## config.mk

```make
export PLATFORM = sky130hd
export DESIGN_NAME = weight_load_ctrl
export DESIGN_NICKNAME = d
export VERILOG_FILES = /design/src/rtl/weight_load_ctrl.sv
export SDC_FILE = /design/constraint.sdc
export NUM_CORES = 1
export LEC_CHECK = 0
export ABC_AREA = 0
export BUFFER_PORTS_ARGS = -buffer_cell sky130_fd_sc_hd__buf_2
export CORE_MARGIN = 10
export CORE_UTILIZATION = 50
export CTS_BUF_LIST = sky130_fd_sc_hd__clkbuf_8
export CTS_CLUSTER_DIAMETER = 150
export CTS_CLUSTER_SIZE = 10
export DETAILED_ROUTE_END_ITERATION = 8
export PLACE_DENSITY_LB_ADDON = 0.2
export SYNTH_ARGS = -nofsm -noshare
export SYNTH_HDL_FRONTEND = slang
export SYNTH_SLANG_ARGS = --single-unit
```

## constraint.sdc

```tcl
create_clock -name sclk -period 8.4 [get_ports sclk]
set_clock_uncertainty 0.15 [all_clocks]
set_input_delay 1.68 -clock sclk [delete_from_list [all_inputs] [get_ports sclk]]
set_output_delay 1.68 -clock sclk [all_outputs]
set_load 0.005 [all_outputs]
```

## src/rtl/weight_load_ctrl.sv

```systemverilog
// Weight buffer load sequencer: counts stream bytes into words, drives the buffer's
// write strobe/pointers in kernel-major order, and steps the conv-engine read address.
module weight_load_ctrl #(
   parameter int CH_MAX = 8,
   parameter int DEPTH  = 256,
   parameter int CW     = $clog2(CH_MAX),
   parameter int AW     = $clog2(DEPTH)
) (
   input  logic          sclk,
   input  logic          s_rst,
   input  logic          cfg_start,
   input  logic          cfg_conv_type,
   input  logic [CW:0]   cfg_ch_num,
   input  logic [AW:0]   cfg_kernel_num,
   input  logic          weight_data_in_vld,
   input  logic          rd_start,
   input  logic          rd_next,
   output logic          wr_en,
   output logic [AW-1:0] wr_addr,
   output logic [CW-1:0] ch_cnt,
   output logic          conv_type,
   output logic [AW-1:0] wbuffer_rd_addr,
   output logic          rd_last,
   output logic          load_busy,
   output logic          load_done,
   output logic          weight_ready,
   output logic          err_overflow,
   output logic [1:0]    fsm_state
);

   typedef enum logic [1:0] {IDLE = 2'd0, LOAD = 2'd1, READY = 2'd2} state_t;

   state_t        state;
   logic [CW:0]   ch_num_r;
   logic [AW:0]   kernel_num_r;
   logic [3:0]    byte_cnt;

   logic          in_load, start_acc, byte_ok, word_done;
   logic          ch_wrap, pend_last;
   logic [CW-1:0] adv_ch, pend_ch;
   logic [AW-1:0] adv_addr, pend_addr, rd_nxt;
   logic [AW:0]   kn_nxt;

   assign fsm_state = state;

   always_comb begin
      in_load   = (state == LOAD);
      start_acc = cfg_start & ~in_load;
      // Bytes arriving during the final write cycle belong to no word.
      byte_ok   = in_load & weight_data_in_vld & ~load_done;
      word_done = byte_ok & ((byte_cnt == 4'd8) | conv_type);

      ch_wrap  = ({1'b0, ch_cnt} == ch_num_r - 1'b1);
      adv_ch   = ch_wrap ? '0 : ch_cnt + 1'b1;
      adv_addr = ch_wrap ? wr_addr + 1'b1 : wr_addr;

      // Pointer the word just completed will be written to: if a write is in
      // flight this cycle, the pointers move at this same edge.
      pend_ch   = wr_en ? adv_ch : ch_cnt;
      pend_addr = wr_en ? adv_addr : wr_addr;
      pend_last = ({1'b0, pend_ch} == ch_num_r - 1'b1) &
                  ({1'b0, pend_addr} == kernel_num_r - 1'b1);

      rd_nxt = wbuffer_rd_addr;
      if (weight_ready) begin
         if (rd_start)
            rd_nxt = '0;
         else if (rd_next)
            rd_nxt = ({1'b0, wbuffer_rd_addr} == kernel_num_r - 1'b1) ? '0 : wbuffer_rd_addr + 1'b1;
      end
      kn_nxt = start_acc ? cfg_kernel_num : kernel_num_r;
   end

   always_ff @(posedge sclk or posedge s_rst) begin
      if (s_rst) begin
         state           <= IDLE;
         ch_num_r        <= '0;
         kernel_num_r    <= '0;
         byte_cnt        <= '0;
         wr_en           <= 1'b0;
         wr_addr         <= '0;
         ch_cnt          <= '0;
         conv_type       <= 1'b0;
         wbuffer_rd_addr <= '0;
         rd_last         <= 1'b0;
         load_busy       <= 1'b0;
         load_done       <= 1'b0;
         weight_ready    <= 1'b0;
         err_overflow    <= 1'b0;
      end else begin
         wr_en     <= word_done;
         load_done <= word_done & pend_last;

         if (weight_data_in_vld & (~in_load | load_done))
            err_overflow <= 1'b1;

         if (byte_ok)
            byte_cnt <= word_done ? 4'd0 : byte_cnt + 4'd1;

         if (wr_en) begin
            if (load_done) begin
               state        <= READY;
               wr_addr      <= '0;
               ch_cnt       <= '0;
               weight_ready <= 1'b1;
               load_busy    <= 1'b0;
            end else begin
               wr_addr <= adv_addr;
               ch_cnt  <= adv_ch;
            end
         end

         if (start_acc) begin
            state        <= LOAD;
            conv_type    <= cfg_conv_type;
            ch_num_r     <= cfg_ch_num;
            kernel_num_r <= cfg_kernel_num;
            byte_cnt     <= '0;
            wr_addr      <= '0;
            ch_cnt       <= '0;
            weight_ready <= 1'b0;
            load_busy    <= 1'b1;
         end

         wbuffer_rd_addr <= rd_nxt;
         rd_last         <= ({1'b0, rd_nxt} == kn_nxt - 1'b1);
      end
   end

endmodule

```

==> run_results.csv <==
group,metric,value,unit
outcome,outcome,"complete, no violations",
die,core,6720,um2
detailed_routing,drc,0,
logic_synthesis,synth_seq_cells,43,
grt,overflow,0,
sta,fmax,216,MHz
sta,setup_viol,0,
die,dieArea,10500,um2
worst_setup_path,cp-start-kind,"primary input",
detailed_routing,wire_per_inst,17.3,um
placed_design,gp_congestion,0.888,
clock_network,clk_path_buf_depth,2,
clock_network,htreeDepth,2,
clock_network,postCtsSetupRepairBufs,0,
logic_synthesis,yosys-mux-area-fraction,0.0312,
worst_setup_path,critical_path.max_stage_delay,0.64,ns
sta,period_share,0.552,
logic_synthesis,synth_xor_area_frac,0.145,
flow_run,max_cap_violations,0,
grt,grt_max_degree,44,
grt,gr-usage-all-layers,0.183,
logic_synthesis,syn_avg_cell_area,8.28,um2
die,io_pins,48,
worst_setup_path,path_max_fanout,32,
final_layout,diodes,0,
sta,worst_pin_slew,0.805,ns
placed_design,portBuffers,47,
logic_synthesis,synth_cell_type_count,73,
clock_network,clk_pin_slew,0.09,ns
placed_design,place_ws,3.44,ns
worst_setup_path,cpMaxStageDelayCell,"nor2_4",
worst_setup_path,worstSetupEndpointType,"register",
logic_synthesis,synth_edf_count,0,
sta,rsz0062_at_grt,"false",
detailed_routing,drt_wl_total,9110,um
grt,grt_pass1_vias,2941,
min_path,hp-class,"register to register",
worst_setup_path,path_cells,"buf_2 -> inv_2 -> nor2_4 -> o21ai_0 -> inv_1 -> ha_1 -> inv_1 -> a2111oi_2 -> xnor3_1 -> nor3_1 -> o21ai_0 -> a22o_1 -> nor4_2",
sta,timing.final.crit_period,4.64,ns
detailed_routing,postRouteAntennaNets,0,
logic_synthesis,synth_seq_area_share,0.315,
worst_setup_path,required,8.47,ns
worst_setup_path,crit_type,"primary input to register",
final_layout,drive_above_1_share,0.168,
logic_synthesis,synth_area,3410,um2
die,die_height,103,um
logic_synthesis,yosys.area_share.adder,0.0293,
clock_network,numCtsBuffers,5,
worst_setup_path,cp.arrival,4.71,ns
logic_synthesis,yosys.area.top_type,"dfrtp_1",
logic_synthesis,yosys-top-cells-area,"dfrtp_1, xnor2_1, nand2_1, nor2_1, o21ai_0",
clock_network,cts_resized,0,
final_layout,syn2layout_area_growth,10.6,%
clock_network,cts_tree,"yes",
grt,antenna_found_initial,0,
logic_synthesis,syn_nets,440,
grt,grt_pass1_wl,15200,um
die,initial_core_util,0.508,
worst_setup_path,cp_top_family,"compound AO/OA/AOI/OAI gates",
detailed_routing,first_pass_iters,5,
sta,setup_ws,3.76,ns
logic_synthesis,synth_top_area_frac,0.315,
sta,finalSetupTns,0,ns
placed_design,place_area,3650,um2
logic_synthesis,ys_async_sr_fraction,1.00,
power,vdd_drop_max,153,uV
logic_synthesis,synth_ff_type,"dfrtp_1",
detailed_routing,dr.first_iter.drc_count,213,
logic_synthesis,synth_compound_area_frac,0.164,
sta,holdWs,0.333,ns
die,rows,30,
logic_synthesis,synth_top_family_by_area,"simple AND/OR/NAND/NOR gates",
detailed_routing,routed_via_density,5.83,
detailed_routing,num_vias,3073,
worst_setup_path,cp.buffers_inverters,4,
clock_network,cts_hold_buf,0,
clock_network,root_buffer,"clkbuf_8",
power,power_density,279,nW/um2
sta,drv_slew,0,
logic_synthesis,yosysWarnings,0,
placed_design,dp_hpwl,6960,um
logic_synthesis,yosys.area_share.simple,0.261,
logic_synthesis,syn_inst,412,
sta,final-hold-violation-count,0,
power,power.leakage,1.66,nW
final_layout,fin_nets,474,
clock_network,clock_latency,0.31,ns
die,die_w,103,um
sta,slew_headroom,0.462,
clock_network,numClockSinks,43,
power,p_total,1.05,mW
final_layout,fin_area,3770,um2
-- power by group --
| group | total (mW) | switching [mW] | internal [mW] |
|---|---|---|---|
| registers | 0.346 | 0.0918 | 0.254 |
| logic | 0.530 | 0.284 | 0.246 |
| clock network | 0.178 | 0.0797 | 0.0979 |
| total | 1.05 | 0.456 | 0.598 |
-- routing by layer --
metal | vias up | global-route usage | part of all wire
li1 | 1515 | - | -
met1 | 1454 | 0.266 | 0.48
met2 | 95 | 0.273 | 0.44
met3 | 9 | 0.0322 | 0.067
met4 | 0 | 0.0412 | 0.011
met5 | - | 0 | 0
-- worst reg2reg max path, stage by stage (launching register included) --
cell and delay (ns):
dfrtp_1 0.74, nor2b_4 0.12, nor2_4 0.64, o21ai_0 0.32
inv_1 0.14, ha_1 0.16, inv_1 0.07, a2111oi_2 0.56
xnor3_1 0.30, nor3_1 0.13, o21ai_0 0.11, a22o_1 0.21
nor4_2 0.13
-- kinds of logic after synthesis --
logic type,Yosys count
flip-flops,43
adder cells (fa/ha/maj),8
buffers and inverters,43
AO/OA/AOI/OAI,82
multiplexers,10
XOR/XNOR,51
AND/OR/NAND/NOR,175
-- registers in the layout, indices dropped and copies added, names as in the netlist, 3 cells and up --
| register | cells |
|---|---|
| byte_cnt | 4 |
| wbuffer_rd_addr | 8 |
| wr_addr | 8 |
| kernel_num_r | 9 |
| ch_cnt | 3 |
| ch_num_r | 4 |
-- cell usage after synthesis (all sizes together) (2+ instances only) --
| cell type | instances |
|---|---|
| a2111oi | 4 |
| a211o | 2 |
| a211oi | 2 |
| a21boi | 3 |
| a21oi | 15 |
| a22o | 2 |
| a22oi | 4 |
| a31o | 2 |
| a31oi | 2 |
| a32o | 2 |
| a32oi | 3 |
| and2 | 6 |
| and3 | 6 |
| buf | 8 |
| clkbuf | 13 |
| dfrtp | 43 |
| ha | 8 |
| inv | 22 |
| mux2 | 2 |
| mux2i | 8 |
| nand2 | 53 |
| nand2b | 6 |
| nand3 | 13 |
| nand3b | 2 |
| nand4 | 7 |
| nor2 | 39 |
| nor2b | 6 |
| nor3 | 16 |
| nor3b | 2 |
| nor4 | 8 |
| o211ai | 2 |
| o21a | 2 |
| o21ai | 25 |
| o31ai | 2 |
| or4 | 4 |
| xnor2 | 37 |
| xor2 | 11 |
| xor3 | 2 |
-- layout by cell type (no fill, tap or decap), types with 2 or more instances in the layout --
cell,netlist,final
a2111oi_0,3,3
a211o_1,2,2
a211oi_1,2,2
a21boi_0,2,2
a21oi_1,15,15
a22o_1,2,2
a22oi_1,4,4
a31o_2,2,2
a31oi_1,2,2
a32o_1,2,2
a32oi_1,3,3
and2_1,4,4
and3_1,5,5
buf_2,1,47
clkbuf_8,0,6
dfrtp_1,43,43
ha_1,8,8
inv_1,21,20
mux2_2,2,2
mux2i_1,7,7
nand2_1,53,53
nand2b_1,6,6
nand3_1,13,13
nand3b_1,2,2
nand4_1,7,7
nor2_1,38,38
nor2b_1,5,5
nor3_1,15,15
nor3b_1,2,2
nor4_1,7,7
o211ai_1,2,2
o21a_1,2,2
o21ai_0,24,24
o31ai_1,2,2
or4_1,2,2
or4_4,2,2
xnor2_1,37,37
xor2_1,11,11
-- cell type report --
type	instances	area [um2]
Inverter	22	82.6
Sequential cell	43	1080
Timing Repair Buffer	48	243
Multi-Input combinational cell	326	2150
Clock buffer	6	82.6
Clock inverter	2	38.8
Tap cell	80	100
Fill cell	631	2950
-- worst paths after layout --
path / cells after the start / slack, ns / start / end
max: 13 / 3.76 / cfg_start / rd_last$_DFF_PP0_
min: 1 / 0.33 / err_overflow$_DFFE_PP0P_ / err_overflow$_DFFE_PP0P_
max reg2reg: 12 / 4.53 / weight_ready$_DFFE_PP0P_ / rd_last$_DFF_PP0_
min reg2reg: 1 / 0.33 / err_overflow$_DFFE_PP0P_ / err_overflow$_DFFE_PP0P_
max in group asynchronous: 3 / 6.36 / s_rst / kernel_num_r[6]$_DFF_PP0_
min in group asynchronous: 3 / 1.34 / s_rst / kernel_num_r[3]$_DFF_PP0_
-- through the flow --
step | instances | utilization
2_1_floorplan | 412 | -
6_report | 527 | 0.561
4_1_cts | 527 | 0.561
3_5_place_dp | 519 | 0.543
3_3_place_gp | 519 | 0.543
5_1_grt | 527 | 0.561
Note: power is estimated with default switching activity, not from simulation.
